<file path="config.mk">
export PLATFORM = sky130hd
export DESIGN_NAME = seq_detector_param
export DESIGN_NICKNAME = d
export VERILOG_FILES = /design/src/rtl/seq_detector_param.sv
export SDC_FILE = /design/constraint.sdc
export NUM_CORES = 1
export LEC_CHECK = 0
export ABC_AREA = 1
export CORE_AREA = 2 2 53 55
export DETAILED_ROUTE_END_ITERATION = 10
export DIE_AREA = 0 0 55 57
export DONT_BUFFER_PORTS = 1
export SLEW_MARGIN = 20
export SYNTH_ARGS = -nofsm -noshare
export SYNTH_HDL_FRONTEND = slang
export SYNTH_SLANG_ARGS = --single-unit
</file>
<file path="constraint.sdc">
create_clock -name clk -period 2.8 [get_ports clk]
set_input_delay 0.7 -clock clk [delete_from_list [all_inputs] [get_ports clk]]
set_output_delay 0.7 -clock clk [all_outputs]
set_load 0.005 [all_outputs]
</file>
<file path="src/rtl/seq_detector_param.sv">
// Serial pattern detector with selectable overlap mode.
// Bits are shifted in MSB-first whenever en is high. A match raises detect
// for one cycle and bumps a saturating match counter. In non-overlap mode
// the valid-bit fill count restarts after a match, so no matched bit is reused.
module seq_detector_param #(
  parameter int PAT_LEN = 3,
  parameter int CNT_W   = 8
) (
  input  logic               clk,
  input  logic               rst,
  input  logic               en,
  input  logic               clear,
  input  logic               in,
  input  logic [PAT_LEN-1:0] pattern,
  input  logic               overlap,
  output logic               detect,
  output logic [CNT_W-1:0]   count
);

  localparam logic [4:0] LEN5 = 5'(PAT_LEN);

  logic [PAT_LEN-1:0] r_hist;
  logic [4:0]         r_fill;
  logic               r_detect;
  logic [CNT_W-1:0]   r_count;

  logic [PAT_LEN-1:0] w_hist_n;
  logic [4:0]         w_fill_n;
  logic               w_match;

  // Next history, saturating fill and match against the live pattern.
  always_comb begin
    w_hist_n = {r_hist[PAT_LEN-2:0], in};
    w_fill_n = (r_fill >= LEN5) ? LEN5 : r_fill + 5'd1;
    w_match  = (w_fill_n == LEN5) && (w_hist_n == pattern);
  end

  // State update: async reset, then clear, then hold or sample.
  always_ff @(posedge clk or negedge rst) begin
    if (!rst) begin
      r_hist   <= '0;
      r_fill   <= '0;
      r_detect <= 1'b0;
      r_count  <= '0;
    end else if (clear) begin
      r_hist   <= '0;
      r_fill   <= '0;
      r_detect <= 1'b0;
      r_count  <= '0;
    end else if (!en) begin
      r_detect <= 1'b0;
    end else begin
      r_hist   <= w_hist_n;
      r_detect <= w_match;
      if (w_match) begin
        if (r_count != '1) begin
          r_count <= r_count + 1'b1;
        end
        r_fill <= overlap ? w_fill_n : '0;
      end else begin
        r_fill <= w_fill_n;
      end
    end
  end

  assign detect = r_detect;
  assign count  = r_count;

endmodule

</file>
Word-level counts from Yosys, hierarchy flattened:

Cells that the tools add are included.

* memories kept: 0
* bits in latches: 0
* ROM bits: 0
* register bits: 16
* word-level logic and storage cells: 28
* memory bits (writable): 0
* output and inout bits: 9

* multiply operators: 0
* add/subtract/negate cells: 2
* order comparisons: 1
* equal/unequal tests: 3
* shift-type cells: 0
* divide/modulo/power cells: 0
* reductions and logical operators: 5
* bitwise operators: 0
* multiplexer cells: 13

Operator list (count)
* $mux W8: 4
* $mux W5: 5
* $add A8 B1 Y8 const B: 1
* $ne A8 B8 Y1 const B: 1
* $reduce_bool A2 Y1: 3
* $add A5 B1 Y5 const B: 1
* $eq A5 B2 Y1 const B: 1
* $ge A5 B2 Y1 const B: 1
* $mux W2: 2
* $eq A3 B3 Y1: 1
* $reduce_and A3 Y1: 1
* $mux W1: 2
* $logic_and A1 B1 Y1: 1

Longest topological paths before layout:

Gate-level depths: netlist of run 1.

* depth after elaboration: 7
* gate-level depth with buffers: 9
* mapped depth without buffers: 9

Least setup slack after synthesis of run 1:

OpenSTA, ideal clock, no wires.

* path kind: input port to flip-flop
* start: in in
* end: reg r_count[0], in the netlist count[0]
* setup slack: 1.354 ns
* required time: 2.682 ns
* stages: 6
* arrival time: 1.328 ns
* setup time: 0.118 ns
* buffers on the path: 0
* cells stage by stage: xnor2_1 > nand2_1 > nor2_1 > nand4_2 > nand3_1 > nand2_1

* word-level cells in the longest chain between the ends: 4

RTL lines
* start, declared: line 13 `input logic in,`
* $eq A3 B3 Y1: line 35 `w_match = (w_fill_n == LEN5) && (w_hist_n == pattern);`
* $logic_and A1 B1 Y1: line 35
* $reduce_bool A2 Y1 (no source line)
* $reduce_and A3 Y1 (no source line)
* end signal, assigned: line 57 `r_count <= r_count + 1'b1;`
* end, declared: line 25 `logic [CNT_W-1:0] r_count;`

No other way between the ends.
A chain may end at the register's enable or synchronous reset.

Worst setup path after layout of run 1:

* start: reg r_fill[0]
* end: reg r_count[1], in the netlist count[1]

* word-level cells in the longest chain between the ends: 6

RTL lines
* start, declared: line 23 `logic [4:0] r_fill;`
* start signal, assigned: line 59 `r_fill <= overlap ? w_fill_n : '0;`
* start signal, assigned: line 61 `r_fill <= w_fill_n;`
* $add A5 B1 Y5 or $ge A5 B2 Y1 (tied branches): line 34 `w_fill_n = (r_fill >= LEN5) ? LEN5 : r_fill + 5'd1;`
* $mux W5 (*): line 34
* $eq A5 B2 Y1 (*): line 35
* $logic_and A1 B1 Y1 (*): line 35
* $reduce_bool A2 Y1 (no source line) (*)
* $reduce_and A3 Y1 (no source line) (*)

Mark *: on every way between the ends. The rest lies on a longest branch, timed or not.

==> results of run 1 <==
[worst min-delay path by stage]
stage / endpoint / slack, ps
after global placement: detect / 400
after global routing: count[6] / 60
after floorplan: count[0] / 400
after detailed placement: detect / 400
after CTS: detect / 80
final: r_fill[2] / 90
[per-layer routing]
metal | wire (um) | share of wire [%] | GRT usage [%] | up-vias
li1 | - | - | - | 433
met1 | 832 | 41 | 21.2 | 383
met2 | 1000 | 49 | 23.1 | 33
met3 | 197 | 9.6 | 3.93 | 2
met4 | 17 | 0.83 | 6.97 | 0
met5 | 0 | 0 | 0 | -
[final cells by class]
class | count | area (sq um) | area share (%)
tap | 31 | 38.8 | 3.75
clock buffer | 4 | 36.3 | 3.51
inverter | 15 | 56.3 | 5.44
sequential | 16 | 400 | 38.7
multi-input combinational | 98 | 503 | 48.6
[logic make-up (layout without fill, tap and decap cells)]
logic type      Yosys count  count (layout)
compound gates            6               6
xor+xnor                  3               3
fa+ha+maj                 2               2
buf+inv                  18              19
flops                    16              16
simple gates             87              87
[registers in the layout, summed over array words and instances, names as in the netlist]
signal / count
detect: 1
count: 8
r_hist: 2
r_fill: 5
[Yosys cell counts]
cell type	n	area (sq um)
nand2_2	3	18.8
nand4_2	1	12.5
buf_2	1	5.00
o21ai_1	1	5.00
nor3_1	2	10.0
o21ai_0	4	20.0
nor2_4	2	22.5
ha_1	2	25.0
inv_1	15	56.3
nor2_2	1	6.26
dfrtp_1	16	400
xor2_1	2	17.5
nand3_1	15	75.1
nand4_1	9	56.3
nand2_1	35	131
xnor2_1	1	8.76
a21o_2	1	8.76
clkbuf_1	2	7.51
nor2_1	18	67.6
nand3_4	1	17.5
[power by group through the flow]
stage | Sequential [mW] | Clock, mW | Combinational [mW]
after CTS | 0.251 | 0.161 | 0.0459
after floorplan | 0.253 | 0 | 0.0403
after detailed placement | 0.256 | 0 | 0.0458
after global placement | 0.255 | 0 | 0.0444
after global routing | 0.253 | 0.174 | 0.0538
final | 0.251 | 0.155 | 0.0454
[worst max-delay path: stages (launching register included)]
cell and delay (ps):
dfrtp_1 440, ha_1 210, inv_1 50, nand2_1 60, nor2_2 140, o21ai_1 120, nand2_1 140, nand2_2 140
nand4_1 110, nand2_1 70
[cell usage in the layout (no fill, tap or decap), drive strengths merged]
cell	netlist	routed
nand2	38	38
nor2	21	21
dfrtp	16	16
nand3	16	16
inv	15	15
nand4	10	10
o21ai	5	5
clkbuf	2	4
xor2	2	2
nor3	2	2
ha	2	2
xnor2	1	1
a21o	1	1
==> results.txt, run 1 <==
Critical Path Sink -> count[1]
final estimated routing congestion in global placement -> 0.769
detailed-routing iteration count for the pre-antenna-repair pass -> 4
Routed WL per cell -> 12.5 um
number of vias per cell -> 5.19
register-to-register path setup slack -> 1200 ps
synthesized-area fraction occupied by adder cells -> 2.57%
Synth Area in XOR/XNOR -> 2.70%
power per cell area -> 437 nW/um^2
pin count of the biggest net entering global routing -> 17
power share of the clock group -> 34.4%
switching power -> 0.117 mW
number of cells in the finished layout apart from fillers -> 164
power share of the sequential group -> 55.6%
number of antenna violations at the first check in global routing -> 0
post-route standard cell area excluding fillers -> 1030 sq um
hold_buf cts -> 0
Detail Route Antenna Nets -> 0
master cell of the clock root buffer -> clkbuf_4
effective utilization at floorplan -> 37.2%
number of buffers inserted during clock tree synthesis -> 3
total number of vias -> 851
CP Launch Type -> flop
Worst Tran Pin Value -> 438 ps
fraction of layout cells with a size suffix above 1 -> 9.77%
Yosys warnings -> 0
number of cell rows -> 19
WS Path Type -> reg2reg
Setup-failing EPs final -> 0
final worst slack -> 1200 ps
GRT Util Overall -> 15.6%
number of distinct standard cells referenced by the synthesized netlist -> 20
IO Port Bufs -> 0
internal power component -> 0.335 mW
total core area -> 2620 sq um
Avg Cell Area, Syn -> 7.37 sq um
Post CTS Setup Buffer Count -> 0
maximum number of buffers from clock root to sink -> 2
post-placement setup slack -> 1010 ps
Min-Delay Path Class -> in2async
Sum Neg Setup Slack -> 0 ps
share of total power in combinational logic -> 10.0%
final cycle utilization of the critical path -> 57.0%
area fraction in compound gates after synthesis -> 3.47%
wirelength, routed -> 2.05 mm
Detail Placement HPWL -> 1.54 mm
utilization after layout -> 39.6%
Post-Synthesis Net Count -> 143
VDD IR-drop max -> 0.181 mV
post-route worst hold slack -> 87.3 ps
FF-to-FF Start -> r_fill[0]
post-cts gate resize count -> 0
Slew headroom -> 70.7%
worst setup path startpoint -> r_fill[0]
final-report hold violation count -> 0
area of the die -> 3140 sq um
Yosys reg bits -> 16
share of cell area taken by muxes after synthesis -> 0%
global-route wire length before repair -> 3.55 mm
combinational family with the most area after synthesis -> simple AND/OR/NAND/NOR gates
First DRT Iteration DRCs -> 28
via count of the first global-routing pass -> 815
Maximum Capacitance Violations -> 0
status -> finished, final reports clean
Syn-to-layout area delta -> 6.43%
endpoint of the worst register-to-register path -> count[1]
Final Skew -> 9.10 ps
total congestion overflow after global routing -> 0
worst-path fanout max -> 8
instance count of the mapped netlist -> 132
horizontal extent of the die -> 55 um
endpoint required time on the critical path -> 2970 ps
number of max-slew violations in the final report -> 0
post-synthesis instance area -> 972 sq um
number of top-level pins -> 18
setup repair after global routing missed its margin -> false
part of the Yosys area used for sequential elements -> 41.2%
antenna cell count -> 0
number of cells after detailed placement -> 160
total cell area at the placement stage -> 998 sq um
CTS H-tree depth -> 1
simple-gate share of the synthesized area -> 43.0%
Chip Height -> 57 um
total power -> 0.452 mW
clock insertion delay at the later pin of the skew report -> 290 ps
Worst Reg-to-Reg Cells -> 9
final worst path period need -> 1600 ps
critical path capture point type -> flop
layout net count -> 145
number of sinks handled by clock tree synthesis -> 16
drc violations -> 0
clock tree from TritonCTS -> built
data arrival time at the worst-slack endpoint -> 1770 ps
clock transition at the registers of the reported paths -> 100 ps
FMAX -> 627 MHz
fill cell count -> 286
fraction of power spent switching nets -> 25.9%
Leakage -> 0.499 nW
(Power assumes the default switching activity.)
==> run 2, diff against run 1 <==
- clock period: 2.8 -> 1.62 ns (I/O delays scaled with it)
==> run 2 against run 1 <==
  * Final cell count rose by 2.4%
  * Critical path depth shrank 2
  * Die area stayed put
  * Utilization up 1.4 points
  * Non-clock buffer count up 5
  * Via count is 1.3% lower
  * Setup slack worse by 1000 ps
  * Clock power grew 35%
  * Highest routed layer unchanged
==> results.txt, run 2 (synthesis gave the netlist of run 1 again) <==
clock transition at the registers of the reported paths -> 100 ps (about the same)
IO Port Bufs -> 0 (unchanged)
fraction of layout cells with a size suffix above 1 -> 13.1% (+3.4 points)
total cell area at the placement stage -> 1020 sq um (+2.3%)
VDD IR-drop max -> 0.291 mV (+61%)
Setup-failing EPs final -> 0 (unchanged)
area of the die -> 3140 sq um (unchanged)
Min-Delay Path Class -> in2reg
horizontal extent of the die -> 55 um (unchanged)
post-placement setup slack -> 58.1 ps (-955 ps)
number of top-level pins -> 18 (unchanged)
CTS H-tree depth -> 1 (unchanged)
number of max-slew violations in the final report -> 0 (unchanged)
CP Launch Type -> flop
Chip Height -> 57 um (unchanged)
detailed-routing iteration count for the pre-antenna-repair pass -> 4 (unchanged)
power per cell area -> 702 nW/um^2 (+61%)
Syn-to-layout area delta -> 10.3%
most common library cell in the layout ignoring fill and taps -> nand2_1
post-route worst hold slack -> 201 ps (+114 ps)
layout net count -> 150 (+3.4%)
master cell of the clock root buffer -> clkbuf_4
cell with the largest stage delay on the worst path -> dfrtp_1
Sum Neg Setup Slack -> 0 ps (unchanged)
most used cells in the layout excluding fill and tap cells -> 34 x nand2_1, 18 x nor2_1, 16 x dfrtp_1
endpoint required time on the critical path -> 1790 ps (-1180 ps)
FF-to-FF Start -> count[0]
final worst slack -> 158 ps (-1050 ps)
clock insertion delay at the later pin of the skew report -> 280 ps (about the same)
Final Skew -> 9.91 ps (+0.815 ps)
data arrival time at the worst-slack endpoint -> 1630 ps (-140 ps)
Slew headroom -> 50.7% (-20 points)
max reg flops -> 8 (unchanged)
number of buffers inserted during clock tree synthesis -> 3 (unchanged)
total congestion overflow after global routing -> 0 (unchanged)
number of vias per cell -> 5.00 (-3.6%)
final cycle utilization of the critical path -> 90.3% (+33 points)
status -> finished, final reports clean
Detail Route Antenna Nets -> 0 (unchanged)
final worst path period need -> 1460 ps (-134 ps)
antenna cell count -> 0 (unchanged)
Detail Placement HPWL -> 1.52 mm (-0.87%)
effective utilization at floorplan -> 37.2% (unchanged)
CP Cell Sequence -> ha_1, nand2_1, inv_1, nand4_1, nand4_2, nand3_1, nand2_1
FMAX -> 684 MHz (+9.1%)
Routed WL per cell -> 12.4 um (-0.71%)
WS Path Type -> reg2reg
worst setup path startpoint -> count[0]
number of cells after detailed placement -> 163 (+1.9%)
GRT Util Overall -> 15.7% (+0.089 points)
wirelength, routed -> 2.08 mm (+1.7%)
drc violations -> 0 (unchanged)
worst-path fanout max -> 8 (unchanged)
Maximum Capacitance Violations -> 0 (unchanged)
Leakage -> 0.520 nW (+4.1%)
clock tree from TritonCTS -> built
Worst Tran Pin Value -> 738 ps (+299 ps)
Largest stage delay, worst path -> 400 ps (-40 ps)
pin count of the biggest net entering global routing -> 17 (unchanged)
number of cells in the finished layout apart from fillers -> 168 (+2.4%)
post-route standard cell area excluding fillers -> 1070 sq um (+3.6%)
First DRT Iteration DRCs -> 12 (-57%)
HP Start -> clear
Bufs and invs on worst path -> 1 (unchanged)
total number of vias -> 840 (-1.3%)
total core area -> 2620 sq um (unchanged)
setup repair after global routing missed its margin -> false
number of antenna violations at the first check in global routing -> 0 (unchanged)
final-report hold violation count -> 0 (unchanged)
maximum number of buffers from clock root to sink -> 2 (unchanged)
total power -> 0.753 mW (+66%)
final estimated routing congestion in global placement -> 0.821 (+6.8%)
global-route wire length before repair -> 3.62 mm (+1.9%)
number of sinks handled by clock tree synthesis -> 16 (unchanged)
critical path capture point type -> flop
most frequent cell on the critical path -> nand2_1
via count of the first global-routing pass -> 801 (-1.7%)
family with the most delay on the worst path -> simple AND/OR/NAND/NOR gates
utilization after layout -> 41.0% (+1.4 points)
number of cell rows -> 19 (unchanged)
## run 2: cell count changes in the layout (fill, tap and decap cells not counted)
cell,before,now
buf_4,0,4
clkbuf_8,1,0
dlygate4sd3_1,0,1
nand2_1,35,34
nand2_4,0,1
o21ai_1,1,0
o21ai_2,0,1
## run 2: timing repair
item / 4_1_cts / 5_1_grt
resized for setup: 0 / 3
buffers inserted: 0 / 1
setup endpoints to repair: 0 / 8
hold endpoints to repair: 16 / 0
hold buffers: 1 / 0
## run 2: area by class of cell
cell class | instances | area [sq um]
clock buffers | 3 | 22.5
fillers | 290 | 1540
inverters | 15 | 56.3
multi-input cells | 98 | 514
flip-flops and latches | 16 | 400
well taps | 31 | 38.8
repair buffers | 5 | 40.0
## run 2: final timing paths
path / endpoint / slack, ps / depth (start not counted)
setup / recovery: count[6] / 160 / 7
setup reg to reg: count[6] / 160 / 7
max in group asynchronous: count[6] / 530 / 1
hold reg to reg: r_fill[4] / 500 / 2
hold / removal: detect / 200 / 1
min in group asynchronous: r_hist[1] / 620 / 1
## run 2: layer usage
layer / vias up / part of all wire [%] / GRT usage, %
li1: 442 / - / -
met1: 375 / 48 / 22.3
met2: 17 / 46 / 22.6
met3: 6 / 4.5 / 4.19
met4: 0 / 1.9 / 5.92
met5: - / 0 / 0
## run 2: report_power, final
group          switching, mW  internal (mW)  leakage [nW]
clock network          0.124         0.0861        0.0138
logic                 0.0730         0.0441         0.287
registers             0.0113          0.414         0.220
total                  0.208          0.544         0.520
==> run 3, diff against run 2 <==
- ABC_CLOCK_PERIOD_IN_PS: unset -> 1580
- clock period: 1.62 -> 1.58 ns (I/O delays scaled with it)
==> run 3 against run 2 <==
  * Non-clock buffer count stayed put
  * Combinational power grew 5%
  * Power increased by 13%
  * Via count rose by 6.4%
  * Critical path depth grew 2
  * Sequential cell count did not move
==> results.txt, run 3 (synthesis gave the netlist of run 1 again) <==
Detail Route Antenna Nets -> 0 (unchanged)
total number of vias -> 894 (+6.4%)
FF-to-FF Start -> r_fill[0]
final-report hold violation count -> 0 (unchanged)
antenna cell count -> 0 (unchanged)
Maximum Capacitance Violations -> 0 (unchanged)
Syn-to-layout area delta -> 12.6%
Chip Height -> 57 um (unchanged)
number of top-level pins -> 18 (unchanged)
HP Start -> clear
fraction of layout cells with a size suffix above 1 -> 14.5% (+1.4 points)
switching power -> 0.239 mW (+15%)
total power -> 0.849 mW (+13%)
critical path capture point type -> flop
number of cell rows -> 19 (unchanged)
number of antenna violations at the first check in global routing -> 0 (unchanged)
fraction of power spent switching nets -> 28.1% (+0.40 points)
detailed-routing iteration count for the pre-antenna-repair pass -> 4 (unchanged)
pin count of the biggest net entering global routing -> 17 (unchanged)
worst-path fanout max -> 8 (unchanged)
final worst path period need -> 1440 ps (-25.8 ps)
internal power component -> 0.611 mW (+12%)
power per cell area -> 776 nW/um^2 (+11%)
Bufs and invs on worst path -> 1 (unchanged)
data arrival time at the worst-slack endpoint -> 1640 ps (about the same)
global-route wire length before repair -> 3.97 mm (+9.7%)
via count of the first global-routing pass -> 899 (+12%)
CP Cell Sequence -> ha_1, inv_1, nand2_1, nor2_2, o21ai_2, nand2_2, nand2_4, nand4_1, nand2_1
most used cells in the layout excluding fill and tap cells -> 34 x nand2_1, 18 x nor2_1, 16 x dfrtp_1
clock insertion delay at the later pin of the skew report -> 300 ps (+20 ps)
number of max-slew violations in the final report -> 0 (unchanged)
Routed WL per cell -> 13.5 um (+8.9%)
family with the most delay on the worst path -> simple AND/OR/NAND/NOR gates
Largest stage delay, worst path -> 410 ps (about the same)
number of buffers inserted during clock tree synthesis -> 3 (unchanged)
Worst Reg-to-Reg Cells -> 9 (+2)
maximum number of buffers from clock root to sink -> 2 (unchanged)
final worst slack -> 144 ps (-14.2 ps)
most common library cell in the layout ignoring fill and taps -> nand2_1
Slew headroom -> 50.5% (-0.14 points)
drc violations -> 0 (unchanged)
clock tree from TritonCTS -> built
master cell of the clock root buffer -> clkbuf_4
Setup-failing EPs final -> 0 (unchanged)
Critical Path Sink -> count[6]
CTS H-tree depth -> 1 (unchanged)
utilization after layout -> 41.9% (+0.86 points)
effective utilization at floorplan -> 37.2% (unchanged)
First DRT Iteration DRCs -> 28 (+16)
max reg flops -> 8 (unchanged)
wirelength, routed -> 2.28 mm (+9.6%)
number of sinks handled by clock tree synthesis -> 16 (unchanged)
power share of the clock group -> 34.1% (+6.2 points)
WS Path Type -> reg2reg
IO Port Bufs -> 0 (unchanged)
cell with the largest stage delay on the worst path -> dfrtp_1
layout net count -> 150 (unchanged)
final estimated routing congestion in global placement -> 0.824 (+0.37%)
register-to-register path setup slack -> 140 ps (about the same)
CP Launch Type -> flop
clock transition at the registers of the reported paths -> 100 ps (about the same)
endpoint of the worst register-to-register path -> count[6]
Min-Delay Path Class -> in2reg
GRT Util Overall -> 17.1% (+1.5 points)
area of the die -> 3140 sq um (unchanged)
power share of the sequential group -> 51.4% (-5.1 points)
number of vias per cell -> 5.29 (+5.8%)
FMAX -> 696 MHz (+1.8%)
worst setup path startpoint -> r_fill[0]
horizontal extent of the die -> 55 um (unchanged)
total congestion overflow after global routing -> 0 (unchanged)
endpoint required time on the critical path -> 1780 ps (about the same)
share of total power in combinational logic -> 14.5% (-1.1 points)
VDD IR-drop max -> 0.413 mV (+42%)
number of stages on the worst setup path -> 9 (+2)
most frequent cell on the critical path -> nand2_1
Final Skew -> 4.96 ps (-4.95 ps)
Worst Tran Pin Value -> 740 ps (+2.09 ps)
final cycle utilization of the critical path -> 90.9% (+0.65 points)
total core area -> 2620 sq um (unchanged)
Leakage -> 0.530 nW (+1.9%)
status -> finished, final reports clean
Detail Placement HPWL -> 1.64 mm (+7.4%)
post-placement setup slack -> 63.4 ps (+5.30 ps)
## run 3: changes by cell type in the layout (fill, tap and decap cells not counted)
cell | previous run | this run
clkbuf_8 | 0 | 1
inv_1 | 15 | 14
inv_2 | 0 | 1
nand4_2 | 1 | 0
nand4_4 | 0 | 1
## run 3: timing repair
action                                  CTS  global route
hold buffers                              1             0
hold endpoints to repair                 16             0
resized for setup                         0             5
endpoints found under the setup margin    0             8
buffers inserted                          0             1
## run 3: power groups by stage
stage          combinational (mW)  sequential, mW  clock [mW]
2_1_floorplan              0.0715           0.448           0
4_1_cts                     0.111           0.438       0.300
3_3_place_gp               0.0980           0.445           0
5_1_grt                     0.142           0.439       0.311
3_5_place_dp                0.101           0.446           0
6_report                    0.123           0.437       0.290
## run 3: layout make-up
class / count / area, sq um
inverters: 15 / 56.3
fillers: 279 / 1520
repair buffers: 5 / 40.0
multi-input cells: 98 / 523
clock buffers: 4 / 36.3
well taps: 31 / 38.8
flip-flops and latches: 16 / 400
## run 3: per-stage QoR
| step | cell area [sq um] | std cells | hold WS [ps] | setup TNS, ps |
|---|---|---|---|---|
| floorplan | 972 | 132 | 99.4 | 0 |
| global placement | 1020 | 163 | 99.9 | 0 |
| detailed placement | 1020 | 163 | 99.9 | 0 |
| CTS | 1070 | 168 | 156 | 0 |
| global route | 1090 | 169 | 161 | -68.7 |
| finish | 1090 | 169 | 172 | 0 |
## run 3: per-layer routing
| metal | track usage [%] | part of all wire, % |
|---|---|---|
| met4 | 7.32 | 1.8 |
| met5 | 0 | 0 |
| met3 | 3.40 | 4.1 |
| met1 | 24.3 | 43 |
| met2 | 25.2 | 51 |
## run 3: worst min path at each step
stage / end / slack (ps) / cells past startpoint
global route: detect / 160 / 1
global placement: detect / 100 / 0
finish: detect / 170 / 1
detailed placement: detect / 100 / 0
floorplan: count[0] / 100 / 0
CTS: detect / 160 / 1
